## config.mk

```make
export PLATFORM = sky130hd
export DESIGN_NAME = pic_bus_interface
export DESIGN_NICKNAME = d
export VERILOG_FILES = /design/src/rtl/pic_bus_interface.sv
export SDC_FILE = /design/constraint.sdc
export NUM_CORES = 1
export LEC_CHECK = 0
export BUFFER_PORTS_ARGS = -buffer_cell sky130_fd_sc_hd__buf_4
export CORE_MARGIN = 3
export CORE_UTILIZATION = 35
export DETAILED_ROUTE_END_ITERATION = 10
export GPL_ROUTABILITY_DRIVEN = 0
export SYNTH_ARGS = -nofsm -noshare
export SYNTH_HDL_FRONTEND = slang
export SYNTH_SLANG_ARGS = --single-unit
```

## constraint.sdc

```tcl
create_clock -name clk -period 2.1 [get_ports clk]
set_input_delay 0.42 -clock clk [delete_from_list [all_inputs] [get_ports clk]]
set_output_delay 0.42 -clock clk [all_outputs]
set_load 0.01 [all_outputs]
```

## src/rtl/pic_bus_interface.sv

```systemverilog
// -----------------------------------------------------------------------------
// pic_bus_interface
//
// Host bus front end of the 8259A PIC. The host strobes (chip_select_n,
// write_n, read_n), A0 and the data byte are registered onto clk. A small bus
// FSM tracks each host cycle. Every completed write produces a one-cycle
// command strobe, and the written byte is held on internal_data_bus.
//
// Parameters
//   DATA_W             width of the host data bus and internal_data_bus (>= 5)
//
// Ports
//   clk                in   system clock, all state updates on the rising edge
//   rst_n              in   synchronous reset, active low
//   chip_select_n      in   host chip select, active low
//   write_n            in   host write strobe, active low
//   read_n             in   host read strobe, active low
//   address            in   A0
//   data_bus_in        in   host data bus
//   internal_data_bus  out  last accepted write byte, held until the next one
//   write_ICW1         out  one-cycle strobe, A0=0 and D4=1
//   write_ICW2_4       out  one-cycle strobe, A0=1
//   write_OCW1         out  one-cycle strobe, A0=1 (fires with write_ICW2_4)
//   write_OCW2         out  one-cycle strobe, A0=0, D4=0, D3=0
//   write_OCW3         out  one-cycle strobe, A0=0, D4=0, D3=1
//   read               out  registered level, host read cycle in progress
//   bus_state          out  FSM state (IDLE=00 WRITE=01 READ=10 ABORT=11)
//
// Configuration macro
//   PIC_BUS_SYNC_EN    when defined, every host input passes through a
//                      two-flop synchroniser instead of a single register,
//                      so an asynchronous host can be used. All latencies
//                      grow by one clock.
// -----------------------------------------------------------------------------
module pic_bus_interface #(
  parameter int DATA_W = 8
) (
  input  logic              clk,
  input  logic              rst_n,
  input  logic              chip_select_n,
  input  logic              write_n,
  input  logic              read_n,
  input  logic              address,
  input  logic [DATA_W-1:0] data_bus_in,
  output logic [DATA_W-1:0] internal_data_bus,
  output logic              write_ICW1,
  output logic              write_ICW2_4,
  output logic              write_OCW1,
  output logic              write_OCW2,
  output logic              write_OCW3,
  output logic              read,
  output logic [1:0]        bus_state
);

  typedef enum logic [1:0] {
    IDLE  = 2'b00,
    WRITE = 2'b01,
    READ  = 2'b10,
    ABORT = 2'b11
  } bus_state_t;

  // Strobe vector order: {ICW1, ICW2_4, OCW1, OCW2, OCW3}
  function automatic logic [4:0] decode_cmd(input logic a0, input logic d4,
                                            input logic d3);
    logic [4:0] cmd;
    cmd = 5'b00000;
    if (a0)
      cmd = 5'b01100;
    else if (d4)
      cmd = 5'b10000;
    else if (d3)
      cmd = 5'b00001;
    else
      cmd = 5'b00010;
    return cmd;
  endfunction

  logic              s_cs;
  logic              s_wr;
  logic              s_rd;
  logic              s_a0;
  logic [DATA_W-1:0] s_d;

  // Input register stage. Strobe flops reset to their idle levels, except
  // s_wr which resets low so that reset itself can never arm a write.
`ifdef PIC_BUS_SYNC_EN
  logic              m_cs;
  logic              m_wr;
  logic              m_rd;
  logic              m_a0;
  logic [DATA_W-1:0] m_d;

  always_ff @(posedge clk) begin
    if (!rst_n) begin
      m_cs <= 1'b1;
      m_wr <= 1'b0;
      m_rd <= 1'b1;
      m_a0 <= 1'b0;
      s_cs <= 1'b1;
      s_wr <= 1'b0;
      s_rd <= 1'b1;
      s_a0 <= 1'b0;
    end else begin
      m_cs <= chip_select_n;
      m_wr <= write_n;
      m_rd <= read_n;
      m_a0 <= address;
      s_cs <= m_cs;
      s_wr <= m_wr;
      s_rd <= m_rd;
      s_a0 <= m_a0;
    end
  end

  always_ff @(posedge clk) begin
    m_d <= data_bus_in;
    s_d <= m_d;
  end
`else
  always_ff @(posedge clk) begin
    if (!rst_n) begin
      s_cs <= 1'b1;
      s_wr <= 1'b0;
      s_rd <= 1'b1;
      s_a0 <= 1'b0;
    end else begin
      s_cs <= chip_select_n;
      s_wr <= write_n;
      s_rd <= read_n;
      s_a0 <= address;
    end
  end

  always_ff @(posedge clk) begin
    s_d <= data_bus_in;
  end
`endif

  bus_state_t        state;
  bus_state_t        next_state;
  logic              armed;
  logic              cap_a0;
  logic [DATA_W-1:0] cap_d;
  logic              cap_en;
  logic              cap_clr;
  logic              fire;
  logic [4:0]        strobes;

  // A write may only start once write_n has been seen high after reset, so a
  // write held low across reset is routed to ABORT instead of WRITE.
  always_ff @(posedge clk) begin
    if (!rst_n)
      armed <= 1'b0;
    else if (s_wr)
      armed <= 1'b1;
  end

  // Next-state and cycle control
  always_comb begin
    next_state = state;
    cap_en     = 1'b0;
    cap_clr    = 1'b0;
    fire       = 1'b0;
    case (state)
      IDLE: begin
        if (!s_cs && !s_rd) begin
          next_state = READ;
        end else if (!s_cs && !s_wr) begin
          if (armed) begin
            next_state = WRITE;
            cap_en     = 1'b1;
          end else begin
            next_state = ABORT;
          end
        end
      end
      WRITE: begin
        if (!s_rd || (s_cs && !s_wr)) begin
          next_state = ABORT;
          cap_clr    = 1'b1;
        end else if (!s_wr) begin
          cap_en = 1'b1;
        end else begin
          // write_n released: the cycle completes only if CS is still held
          next_state = IDLE;
          fire       = ~s_cs;
        end
      end
      READ: begin
        if (s_rd || s_cs)
          next_state = IDLE;
      end
      ABORT: begin
        if (s_wr && s_rd)
          next_state = IDLE;
      end
      default: next_state = IDLE;
    endcase
  end

  always_ff @(posedge clk) begin
    if (!rst_n) begin
      state <= IDLE;
      read  <= 1'b0;
    end else begin
      state <= next_state;
      read  <= (next_state == READ);
    end
  end

  // Captured byte/A0 for the write in progress
  always_ff @(posedge clk) begin
    if (!rst_n || cap_clr) begin
      cap_a0 <= 1'b0;
      cap_d  <= '0;
    end else if (cap_en) begin
      cap_a0 <= s_a0;
      cap_d  <= s_d;
    end
  end

  // Command strobes and data bus, updated on the same edge
  always_ff @(posedge clk) begin
    if (!rst_n) begin
      strobes           <= 5'b00000;
      internal_data_bus <= '0;
    end else begin
      strobes <= fire ? decode_cmd(cap_a0, cap_d[4], cap_d[3]) : 5'b00000;
      if (fire)
        internal_data_bus <= cap_d;
    end
  end

  assign write_ICW1   = strobes[4];
  assign write_ICW2_4 = strobes[3];
  assign write_OCW1   = strobes[2];
  assign write_OCW2   = strobes[1];
  assign write_OCW3   = strobes[0];
  assign bus_state    = state;

endmodule
```

Yosys cells after proc, flatten, opt, wreduce, memory -nomap -nowiden
Cells that the tools add are included.
{"block": "totals", "reg_bits": 38, "output_inout_bits": 16, "elab_cells": 58, "inputBits": 14}
{"block": "classes", "n_eq_ne": 4, "bitwise": 3, "n_reduce_logical": 15, "mux": 22}
{"cell": "two-way mux 2 bit", "n": 8}
{"cell": "two-way mux 1 bit", "n": 10}
{"cell": "case mux 2 bit (4 select lines)", "n": 1}
{"cell": "== test 2 bit, second input constant", "n": 3}
{"cell": "two-way mux 5 bit", "n": 1}
{"cell": "logical AND 1 bit", "n": 4}
{"cell": "zero test 1 bit", "n": 4}
{"cell": "two-way mux 4 bit", "n": 1}
{"cell": "OR reduction 4 bit", "n": 1}
{"cell": "logical OR 1 bit", "n": 3}
{"cell": "NOT 1 bit", "n": 3}
{"cell": "OR reduction 3 bit", "n": 1}
{"cell": "== test 2 x 1 -> 1 bit, second input constant", "n": 1}
{"cell": "zero test 2 bit", "n": 1}
{"cell": "case mux 1 bit (2 select lines)", "n": 1}
{"cell": "AND reduction 2 bit", "n": 1}

Depth between registers and ports, before layout
{"block": "logic_depth", "ltp_word": 7, "ltp_mapped": 5, "depth_no_buf": 3}

Worst setup path after synthesis
OpenSTA, ideal clock, no wires.
{"block": "synth_path", "path_kind": "flip-flop to flip-flop", "from": "reg state[1], in the netlist bus_state[1]", "to": "reg strobes[0]", "t_required_ns": 2.027, "n_path_buf": 1, "slack_ns": 0.543, "path_stages_with_launch": 5, "setup_ns": 0.073, "arrival_ns": 1.485, "cell_sequence": "dfxtp_1 or3b_1 buf_2 or4_4 nor3b_2"}
{"block": "synth_between", "elab_chain_cells": 4}
{"element": "from (decl)", "line_no": "139", "source": "bus_state_t state;"}
{"element": "from (signal assigned)", "line_no": "206", "source": "state <= next_state;"}
{"element": "== test 2 x 1 -> 1 bit", "line_no": "164", "source": "case (state)"}
{"element": "two-way mux 1 bit", "line_no": "164"}
{"element": "NOT 1 bit (no line)"}
{"element": "OR reduction 4 bit (no line)"}
{"element": "to (signal assigned)", "line_no": "228", "source": "strobes <= fire ? decode_cmd(cap_a0, cap_d[4], cap_d[3]) : 5'b00000;"}
{"element": "to (decl)", "line_no": "147", "source": "logic [4:0] strobes;"}
No other way between the ends.
A chain may end at the register's enable or synchronous reset.

Final worst setup path
{"block": "layout_path", "from": "reg s_rd", "to": "reg strobes[0]"}
{"block": "layout_between", "elab_chain_cells": 6}
{"element": "from (decl)", "line_no": "80", "source": "logic s_rd;"}
{"element": "from (signal assigned)", "line_no": "129", "source": "s_rd <= read_n;"}
{"element": "zero test 1 bit", "line_no": "178", "source": "if (!s_rd || (s_cs && !s_wr)) begin"}
{"element": "logical OR 1 bit", "line_no": "178"}
{"element": "two-way mux 1 bit", "line_no": "178"}
{"element": "two-way mux 1 bit", "line_no": "164"}
{"element": "NOT 1 bit (no line)"}
{"element": "OR reduction 4 bit (no line)"}
No other way between the ends.

==> impl_metrics.py <==
metrics = {
    "detailed_routing": {
        "vias": 996,
        "drt_first_pass_iters": 4,
        "drt_wl_total_mm": 2.48,
        "drt.antenna.violating_nets": 0,
        "avgRoutedWirePerCell_um": 12.2,
        "drtIter0Drc": 65,
        "drcViolationCount": 0,
        "drt-vias-per-instance": 4.91,
    },
    "floorplan": {
        "dieHeight_um": 65.6,
        "core_rows": 21,
        "design.core.area_um2": 3390,
        "dieWidth_um": 65.6,
        "floorplan.initialDensity_pct": 36.7,
        "floorplan.die_area_um2": 4300,
        "floorplan.io_pins": 30,
    },
    "cts": {
        "cts.reportedPaths.clkPinSlew_ns": 0.10,
        "cts_buffer_count": 5,
        "tritoncts_clock_tree": "yes",
        "clock_insertion_delay_worst_skew_ns": 0.33,
        "ctsRootBufferMaster": "clkbuf_4",
        "clock_sinks": 37,
        "cts_setup_buffers": 0,
        "max-clock-path-buffers": 2,
        "cts_resized": 0,
        "post_cts_hold_buffer_count": 0,
        "ctsHtreeMaxLevel": 2,
    },
    "timing": {
        "fmax_mhz": 652,
        "finalWorstPathRequiredPeriod_ns": 1.53,
        "hold_viol_final": 0,
        "timing.clock.skew_ns": 0.0153,
        "slew_violations": 0,
        "tightest_slew_ns": 0.596,
        "setup-tns-final_ns": 0,
        "rsz_0062_raised_after_global_routing": "no",
        "timing.slew.headroom_pct": 60.1,
        "final-setup-viol-count": 0,
        "min_period_over_period_pct": 73.0,
    },
    "critical_path": {
        "timing.critical_path.required_ns": 2.36,
        "critical-path-slowest-cell": "or4_4",
        "maximum_fanout_count_along_the_critical_path": 6,
        "r2r.worst_path.cells": 3,
        "number_of_buffers_and_inverters_on_the_critical_path": 0,
        "critical_path.max_stage_delay_ns": 0.50,
        "timing.reg2reg.setup_slack_ns": 0.57,
        "crit-reg2reg-capture": "strobes[0]$_SDFF_PP0_",
        "critical_path_class": "register to register",
        "r2r_start": "s_rd$_SDFF_PN1_",
        "setup_crit_end_kind": "register",
        "path_delay_family": "simple AND/OR/NAND/NOR gates",
        "timing.critical_path.from_type": "register",
        "crit_path_cell_trace": "or3b_1 -> or4_4 -> nor3b_2",
        "worst_ep_arrival_time_ns": 1.79,
    },
    "logic_synthesis": {
        "synthArstFlopShare_pct": 0,
        "synth_cells": 124,
        "mappedNetlistArea_um2": 1240,
        "yosys_register_bits": 37,
        "synth_top_flop_cell": "dfxtp_1",
        "synthesis.nets": 138,
        "synth.yosys.seq_area_share_pct": 59.6,
        "synth_edf_count": 0,
        "synthDistinctLibCells": 25,
        "ys.warnings.count": 0,
        "syn_avg_cell_area_um2": 10.0,
    },
    "global_routing": {
        "grt_usage_pct": 14.0,
        "first_global_vias": 998,
        "grt_first_pass_wirelength_mm": 4.48,
        "antenna_found_initial": 0,
        "largest_net_degree_at_the_start_of_global_routing": 22,
        "grt.overflow.total": 0,
    },
    "hold_path": {
        "holdPathStages": 1,
        "hold_path_end": "s_d[2]$_DFF_P_",
        "holdCritPathClass": "input pin to register",
        "hold_path_startpoint": "data_bus_in[2]",
    },
    "finish": {
        "layout.cells.most_common": "dfxtp_1",
        "most_used_cells_in_the_layout_excluding_fill_and_tap_cells": "37 x dfxtp_1, 33 x buf_4, 18 x o21ai_0",
        "final_stage_net_count": 170,
        "area_delta_synth_final_pct": 27.4,
        "finish.instance_area_um2": 1580,
        "final_layout_size_suffix_gt1_share_pct": 28.7,
        "antenna-diode-count": 0,
        "fill_cells": 348,
    },
    "job": {
        "cap_viol_max_count": 0,
    },
    "power": {
        "static-leakage-power_nw": 0.611,
        "p_comb_share_pct": 6.7,
        "p_clk_share_pct": 33.4,
        "power.share.switching_pct": 22.4,
        "ir_worst_vdd_uv": 418,
        "seq_power_share_pct": 59.8,
        "power.density_cell_area_nw_per_um2": 776,
        "switching_power_w": 0.000275,
        "internal_power_w": 0.000955,
    },
    "run_status": {
        "outcome": "complete, no violations",
    },
    "placed_design": {
        "hpwl_mm": 1.72,
        "detailed_place.area_um2": 1510,
        "portBuffers": 29,
    },
}
-- metrics by stage --
| stage | hold slack (ns) | power, W | utilization, % | setup slack [ns] | instances |
|---|---|---|---|---|---|
| floorplan | 0.425 | 0.000794 | - | 0.543 | 124 |
| global placement | 0.447 | 0.000832 | 44.7 | 0.634 | 195 |
| detailed placement | 0.450 | 0.000835 | 44.7 | 0.585 | 195 |
| CTS | 0.161 | 0.00125 | 46.7 | 0.573 | 203 |
| global route | 0.142 | 0.00130 | 46.7 | 0.394 | 203 |
| finish | 0.186 | 0.00123 | 46.7 | 0.566 | 203 |
-- state kept, by name, summed over array words and instances (netlist names), 2 cells and up --
| register | flops |
|---|---|
| bus_state | 2 |
| cap_d | 8 |
| internal_data_bus | 8 |
| s_d | 8 |
| strobes | 4 |
-- final cells by class --
class | count | area, um^2 | share of cell area, %
Inverter | 3 | 11.3 | 0.711
Tap cell | 46 | 57.6 | 3.63
Sequential cell | 37 | 741 | 46.8
Clock buffer | 7 | 65.1 | 4.11
Timing Repair Buffer | 33 | 248 | 15.6
Multi-Input combinational cell | 76 | 457 | 28.8
Clock inverter | 1 | 5.00 | 0.316
-- kinds of logic (layout without fill, tap and decap cells) --
| group | count (synthesis) | after routing | share of synthesized area (%) |
|---|---|---|---|
| AO/OA/AOI/OAI | 41 | 41 | 19.9 |
| AND/OR/NAND/NOR | 35 | 35 | 16.8 |
| flip-flops | 37 | 37 | 59.6 |
| buffers and inverters | 11 | 44 | 3.72 |
-- worst max-delay path by stage --
stage / slack, ns / from / cells after the start / to
6_report: 0.57 / s_rd$_SDFF_PN1_ / 3 / strobes[0]$_SDFF_PP0_
5_1_grt: 0.39 / s_rd$_SDFF_PN1_ / 4 / internal_data_bus[0]$_SDFFE_PN0N_
4_1_cts: 0.57 / s_rd$_SDFF_PN1_ / 3 / strobes[0]$_SDFF_PP0_
3_5_place_dp: 0.59 / s_rd$_SDFF_PN1_ / 3 / strobes[0]$_SDFF_PP0_
3_3_place_gp: 0.63 / s_rd$_SDFF_PN1_ / 3 / strobes[0]$_SDFF_PP0_
2_1_floorplan: 0.54 / bus_state[1]$_SDFF_PN0_ / 4 / strobes[0]$_SDFF_PP0_
-- power by group through the flow --
stage	sequential, W	combinational [W]	clock [W]
2_1_floorplan	0.000749	0.0000453	0
3_3_place_gp	0.000751	0.0000810	0
3_5_place_dp	0.000752	0.0000836	0
4_1_cts	0.000736	0.0000838	0.000430
5_1_grt	0.000739	0.0000935	0.000471
6_report	0.000736	0.0000830	0.000411
-- synthesized netlist by cell type, types with 2 or more instances --
master    count  area [um^2]
a211oi_1     10         75.1
and2_1        3         18.8
o21ai_0      18         90.1
dfxtp_1      37          741
nand2b_1      3         18.8
nand3_1      17         85.1
inv_1         3         11.3
nor2_1        3         11.3
clkbuf_1      5         18.8
a21oi_1       8         40.0
a221oi_1      2         17.5
nor3b_2       2         25.0
-- routing by layer --
| layer | GRT usage, % | share of wire [%] | up-vias |
|---|---|---|---|
| li1 | - | - | 515 |
| met1 | 17.0 | 46 | 455 |
| met2 | 21.2 | 49 | 26 |
| met3 | 6.15 | 4.9 | 0 |
| met4 | 6.22 | 0 | 0 |
| met5 | 0 | 0 | - |
Power figures use the tool's default switching activity.
